File: config.mk
export PLATFORM = sky130hd
export DESIGN_NAME = alu_bank_responder
export DESIGN_NICKNAME = d
export VERILOG_FILES = /design/src/rtl/alu_bank_responder.sv
export SDC_FILE = /design/constraint.sdc
export NUM_CORES = 2
export LEC_CHECK = 0
export BUFFER_PORTS_ARGS = -buffer_cell sky130_fd_sc_hd__buf_4
export CAP_MARGIN = 20
export CORE_MARGIN = 2
export CORE_UTILIZATION = 45
export CTS_CLUSTER_SIZE = 8
export DETAILED_ROUTE_END_ITERATION = 10
export PLACE_DENSITY_LB_ADDON = 0.15
export SYNTH_ARGS = -nofsm -noshare
export SYNTH_HDL_FRONTEND = slang
export SYNTH_SLANG_ARGS = --single-unit
File: constraint.sdc
create_clock -name clock -period 3.8 [get_ports clock]
set_input_delay 1.14 -clock clock [delete_from_list [all_inputs] [get_ports clock]]
set_output_delay 1.14 -clock clock [all_outputs]
set_load 0.01 [all_outputs]
File: src/rtl/alu_bank_responder.sv
// Four independent ALU bank engines: ADD/SUB/SHL with response LATENCY edges after accept, no backpressure
// (busy banks ignore input). Define ALU_STATS_EN to add saturating per-bank op_count of emitted responses.
module alu_bank_responder #(
    parameter int LATENCY = 4
) (
    input  logic              clock,
    input  logic              reset,
    input  logic [3:0][65:0]  input_packet,
    output logic [3:0][33:0]  output_packet
`ifdef ALU_STATS_EN
    ,
    output logic [3:0][15:0]  op_count
`endif
);

    localparam logic [1:0] ST_IDLE = 2'd0;
    localparam logic [1:0] ST_BUSY = 2'd1;
    localparam logic [1:0] ST_RESP = 2'd2;

    localparam logic [1:0] CMD_NOP = 2'd0;
    localparam logic [1:0] CMD_ADD = 2'd1;
    localparam logic [1:0] CMD_SUB = 2'd2;
    localparam logic [1:0] CMD_SHL = 2'd3;

    localparam logic [1:0] RSP_NONE    = 2'd0;
    localparam logic [1:0] RSP_SUCCESS = 2'd1;
    localparam logic [1:0] RSP_OVF     = 2'd2;

    localparam logic [2:0] CNT_LAST = 3'(LATENCY - 1);

    for (genvar b = 0; b < 4; b++) begin : g_bank
        logic [1:0]  state_q, state_d;
        logic [31:0] op1_q, op1_d;
        logic [31:0] op2_q, op2_d;
        logic [1:0]  cmd_q, cmd_d;
        logic [2:0]  cnt_q, cnt_d;
        logic [31:0] data_q, data_d;
        logic [1:0]  resp_q, resp_d;

        logic [1:0]  cmd_in;
        logic [32:0] sum_w;
        logic [32:0] diff_w;
        logic [4:0]  sh_w;
        logic [31:0] res_w;
        logic [1:0]  rc_w;
        logic        emit_w;

        assign cmd_in = input_packet[b][1:0];
        assign sum_w  = {1'b0, op1_q} + {1'b0, op2_q};
        assign diff_w = {1'b0, op1_q} - {1'b0, op2_q};
        assign sh_w   = op2_q[4:0];
        assign emit_w = (state_q == ST_BUSY) && (cnt_q == CNT_LAST);

        // Results come only from the latched operands, so input churn during BUSY is harmless.
        always_comb begin
            res_w = 32'h0;
            rc_w  = RSP_SUCCESS;
            case (cmd_q)
                CMD_ADD: begin
                    res_w = sum_w[31:0];
                    rc_w  = sum_w[32] ? RSP_OVF : RSP_SUCCESS;
                end
                CMD_SUB: begin
                    res_w = diff_w[31:0];
                    rc_w  = diff_w[32] ? RSP_OVF : RSP_SUCCESS;
                end
                CMD_SHL: begin
                    res_w = op1_q << sh_w;
                    rc_w  = (|(op1_q & ~(32'hFFFF_FFFF >> sh_w))) ? RSP_OVF : RSP_SUCCESS;
                end
                default: begin
                    res_w = 32'h0;
                    rc_w  = RSP_SUCCESS;
                end
            endcase
        end

        always_comb begin
            state_d = state_q;
            op1_d   = op1_q;
            op2_d   = op2_q;
            cmd_d   = cmd_q;
            cnt_d   = cnt_q;
            data_d  = data_q;
            resp_d  = resp_q;
            case (state_q)
                ST_IDLE: begin
                    if (cmd_in != CMD_NOP) begin
                        op1_d   = input_packet[b][65:34];
                        op2_d   = input_packet[b][33:2];
                        cmd_d   = cmd_in;
                        cnt_d   = 3'd0;
                        state_d = ST_BUSY;
                    end
                end
                ST_BUSY: begin
                    cnt_d = cnt_q + 3'd1;
                    if (emit_w) begin
                        data_d  = res_w;
                        resp_d  = rc_w;
                        state_d = ST_RESP;
                    end
                end
                ST_RESP: begin
                    resp_d  = RSP_NONE;
                    state_d = ST_IDLE;
                end
                default: state_d = ST_IDLE;
            endcase
        end

        always_ff @(posedge clock) begin
            if (!reset) begin
                state_q <= ST_IDLE;
                op1_q   <= 32'h0;
                op2_q   <= 32'h0;
                cmd_q   <= CMD_NOP;
                cnt_q   <= 3'd0;
                data_q  <= 32'h0;
                resp_q  <= RSP_NONE;
            end else begin
                state_q <= state_d;
                op1_q   <= op1_d;
                op2_q   <= op2_d;
                cmd_q   <= cmd_d;
                cnt_q   <= cnt_d;
                data_q  <= data_d;
                resp_q  <= resp_d;
            end
        end

        assign output_packet[b] = {data_q, resp_q};

`ifdef ALU_STATS_EN
        logic [15:0] ops_q, ops_d;

        always_comb begin
            ops_d = ops_q;
            if (emit_w && (ops_q != 16'hFFFF)) begin
                ops_d = ops_q + 16'd1;
            end
        end

        always_ff @(posedge clock) begin
            if (!reset) begin
                ops_q <= 16'h0;
            end else begin
                ops_q <= ops_d;
            end
        end

        assign op_count[b] = ops_q;
`endif
    end

endmodule

==> metrics.cfg <==
[run_status]
status = finished, final reports clean

[synth]
netlist_top_cells_count = nand2_1, a21oi_1, dfxtp_1, nor2_1, o21ai_0
synthCells = 5206
synth-main-ff-cell = dfxtp_1
synth_most_common_cell = nand2_1
yosys_register_bits = 420
synthesis.nets = 5748
avgSynthCellArea_sq_um = 7.17
synth_top_area_share_pct = 22.5
yosysWarnings = 0
seq_area_frac_synth_pct = 22.5
async_reset_ff_share_pct = 0
syn-cell-area_sq_mm = 0.0373
synth_edf_count = 0
synth_area_leaders = dfxtp_1, a21oi_1, nand2_1
synth_area_leader_cell = dfxtp_1
ys_types = 99

[cts]
cts_buffer_depth = 3
ctsHoldBuffers = 0
worstSkewPairLatency_ns = 0.64
cts_buffers = 59
numClockSinks = 420
cts_setup_buffers = 0
clkTransAtPathRegs_ns = 0.05
cts_tree = done
h-tree-depth = 2
cts-root-buf = clkbuf_16

[pwr]
power_density_mw_per_mm2 = 371
p_leak_nw = 18.3
clkPwrFrac_pct = 30.0
switchingPower_mw = 6.27
peakVddDrop_uv = 374
sw_frac_of_total_pct = 38.8
p_int_mw = 9.90
seq_power_share_pct = 31.0
comb_power_share_pct = 38.9

[routing]
drc = 0
routedWlPerCell_microns = 23.2
vias = 40300
postRouteAntennaNets = 0
drt-initial-drc-count = 4201
avgViaCountPerCell = 6.12
first_pass_iters = 7
wl_mm = 153

[die]
start_util_pct = 45.5
chipWidth_microns = 292
core_sq_mm = 0.0821
dieHeight_microns = 292
dieArea_sq_mm = 0.0853
rows = 105
io_pins = 402

[place]
place_congestion = 1.00
portBuffers = 401
pre_cts_ws_ns = 0.229
dp_hpwl_mm = 118

[setup_path]
rr_startpoint = g_bank[1].op1_q[0]$_SDFFE_PN0P_
worst-path-max-fanout = 6
r2r_cells = 14
r2r_setup_slack_ns = 0.19
worstPathArrival_ns = 4.14
critPathRequiredTime_ns = 4.33
end_kind = register
crit_type = register to register
timing.rr.end = g_bank[1].data_q[18]$_SDFFE_PN0P_
start_kind = register

[cells_and_area]
drive_above_1_share_pct = 15.7
final_util_pct = 53.1
nFillCells = 8294
layout.nets = 6059
area_delta_synth_final_pct = 16.8

[timing]
setup_slack_ns = 0.194
finalSetupViolCount = 0
drv_slew = 0
fin_tns_setup_ns = 0
fin_crit_sh_pct = 94.9
layout_min_cycle_time_ns = 3.61
worst_slew_pin_slew_ns = 1.05
slew_headroom_pct = 30.1
rsz0062_at_grt = no
hold_ws_ns = 0.444
skew_ns = 0.0181
max_freq_ghz = 0.277
hold_violations = 0

[global_routing]
grt_pass1_vias = 37700
grt_usage_pct = 34.4
antenna_found_initial = 2
overflow = 0
grt_start_max_net_pins = 97
grt_first_pass_wirelength_mm = 231

[worst_hold_path]
hp-class = register to register
whs_endpoint = g_bank[3].data_q[3]$_SDFFE_PN0P_
min_from = g_bank[3].data_q[3]$_SDFFE_PN0P_
min_path_cells = 2

[flow_run]
drv_cap = 0

==> critical path, stage by stage, from the launching register on <==
cell	delay [ns]
dfxtp_1	0.35
inv_1	0.07
ha_1	0.15
inv_1	0.05
fa_1	0.41
a21o_1	0.21
a311o_1	0.37
a21oi_2	0.29
o41ai_4	0.14
a21boi_1	0.46
o21ai_0	0.26
a31oi_1	0.24
xnor2_1	0.14
a21oi_1	0.08
a221oi_1	0.27
==> final cells by class <==
cell class                      count  area (sq um)  share of cell area, %
Clock inverter                      2          10.0                 0.0230
Multi-Input combinational cell   4140         26500                   60.7
Sequential cell                   420          8420                   19.3
Tap cell                         1070          1340                   3.07
Inverter                          279          1050                   2.42
Clock buffer                       65          1560                   3.58
Timing Repair Buffer              617          4730                   10.9
Antenna cell                        2          5.00                 0.0115
==> logic make-up (layout without fill, tap and decap cells) <==
kind of cell | after synthesis | count (layout) | synth area share, %
flops | 420 | 420 | 22.5
other cells | 0 | 2 | 0
buf+inv | 646 | 963 | 6.75
compound gates | 1734 | 1734 | 29.1
mux | 238 | 238 | 8.44
fa+ha+maj | 284 | 284 | 9.62
simple gates | 1711 | 1711 | 19.5
xor+xnor | 173 | 173 | 4.06
==> metrics by stage <==
step	instances	instance area, sq um	power, mW
6_report	6595	43600	16.2
5_1_grt	6593	43600	17.0
4_1_cts	6593	43600	16.1
3_5_place_dp	6526	42000	11.2
3_3_place_gp	6526	42000	11.2
2_1_floorplan	5206	37300	9.13
==> sequential cells by signal, indices dropped and copies added, names as in the netlist <==
name and cells:
g_bank.data_q 128, g_bank.op2_q 128, g_bank.cnt_q 12, g_bank.state_q 8
g_bank.cmd_q 8, g_bank.op1_q 128, g_bank.resp_q 8
==> layout by cell type (no fill, tap or decap), types with 58 or more instances in the layout <==
cell type / n
a211oi_1: 77
a21oi_1: 690
buf_4: 609
clkbuf_16: 61
dfxtp_1: 412
ha_1: 268
inv_1: 265
mux2i_1: 136
nand2_1: 913
nand2b_1: 58
nand3_1: 64
nor2_1: 411
nor3_1: 66
o21ai_0: 290
o22ai_1: 70
xnor2_1: 157
==> layer usage <==
layer  up-vias  share of wire [%]  global-route usage (%)
met5         -             0.0065                       0
met4         2                4.6                    14.6
met3       326                8.2                    5.19
met2      1808                 44                    53.4
met1     19100                 44                    47.4
li1      19100                  -                       -
==> worst max path at each step <==
stage               cells past startpoint                                 to                             from  slack, ns
finish                                 14  g_bank[1].data_q[18]$_SDFFE_PN0P_  g_bank[1].op1_q[0]$_SDFFE_PN0P_       0.19
global route                           13  g_bank[2].data_q[30]$_SDFFE_PN0P_  g_bank[2].op1_q[0]$_SDFFE_PN0P_       0.04
global placement                       12  g_bank[1].data_q[28]$_SDFFE_PN0P_  g_bank[1].op1_q[0]$_SDFFE_PN0P_       0.23
floorplan                              16   g_bank[3].resp_q[0]$_SDFFE_PN0P_  g_bank[3].op2_q[2]$_SDFFE_PN0P_       0.06
CTS                                    12  g_bank[1].data_q[28]$_SDFFE_PN0P_  g_bank[1].op1_q[0]$_SDFFE_PN0P_       0.22
detailed placement                     12  g_bank[1].data_q[28]$_SDFFE_PN0P_  g_bank[1].op1_q[0]$_SDFFE_PN0P_       0.23
==> power by group through the flow <==
stage	registers [mW]	clock network, mW	logic, mW
final	5.02	4.86	6.30
after global routing	5.03	5.11	6.83
after CTS	5.00	4.98	6.16
after detailed placement	5.09	0	6.13
after global placement	5.09	0	6.14
after floorplan	5.00	0	4.13
==> timing repair <==
| item | CTS | global route |
|---|---|---|
| endpoints found under the hold margin | 0 | 0 |
| gates resized for setup | 0 | 4 |
| setup endpoints to repair | 0 | 6 |
(Power assumes the default switching activity.)
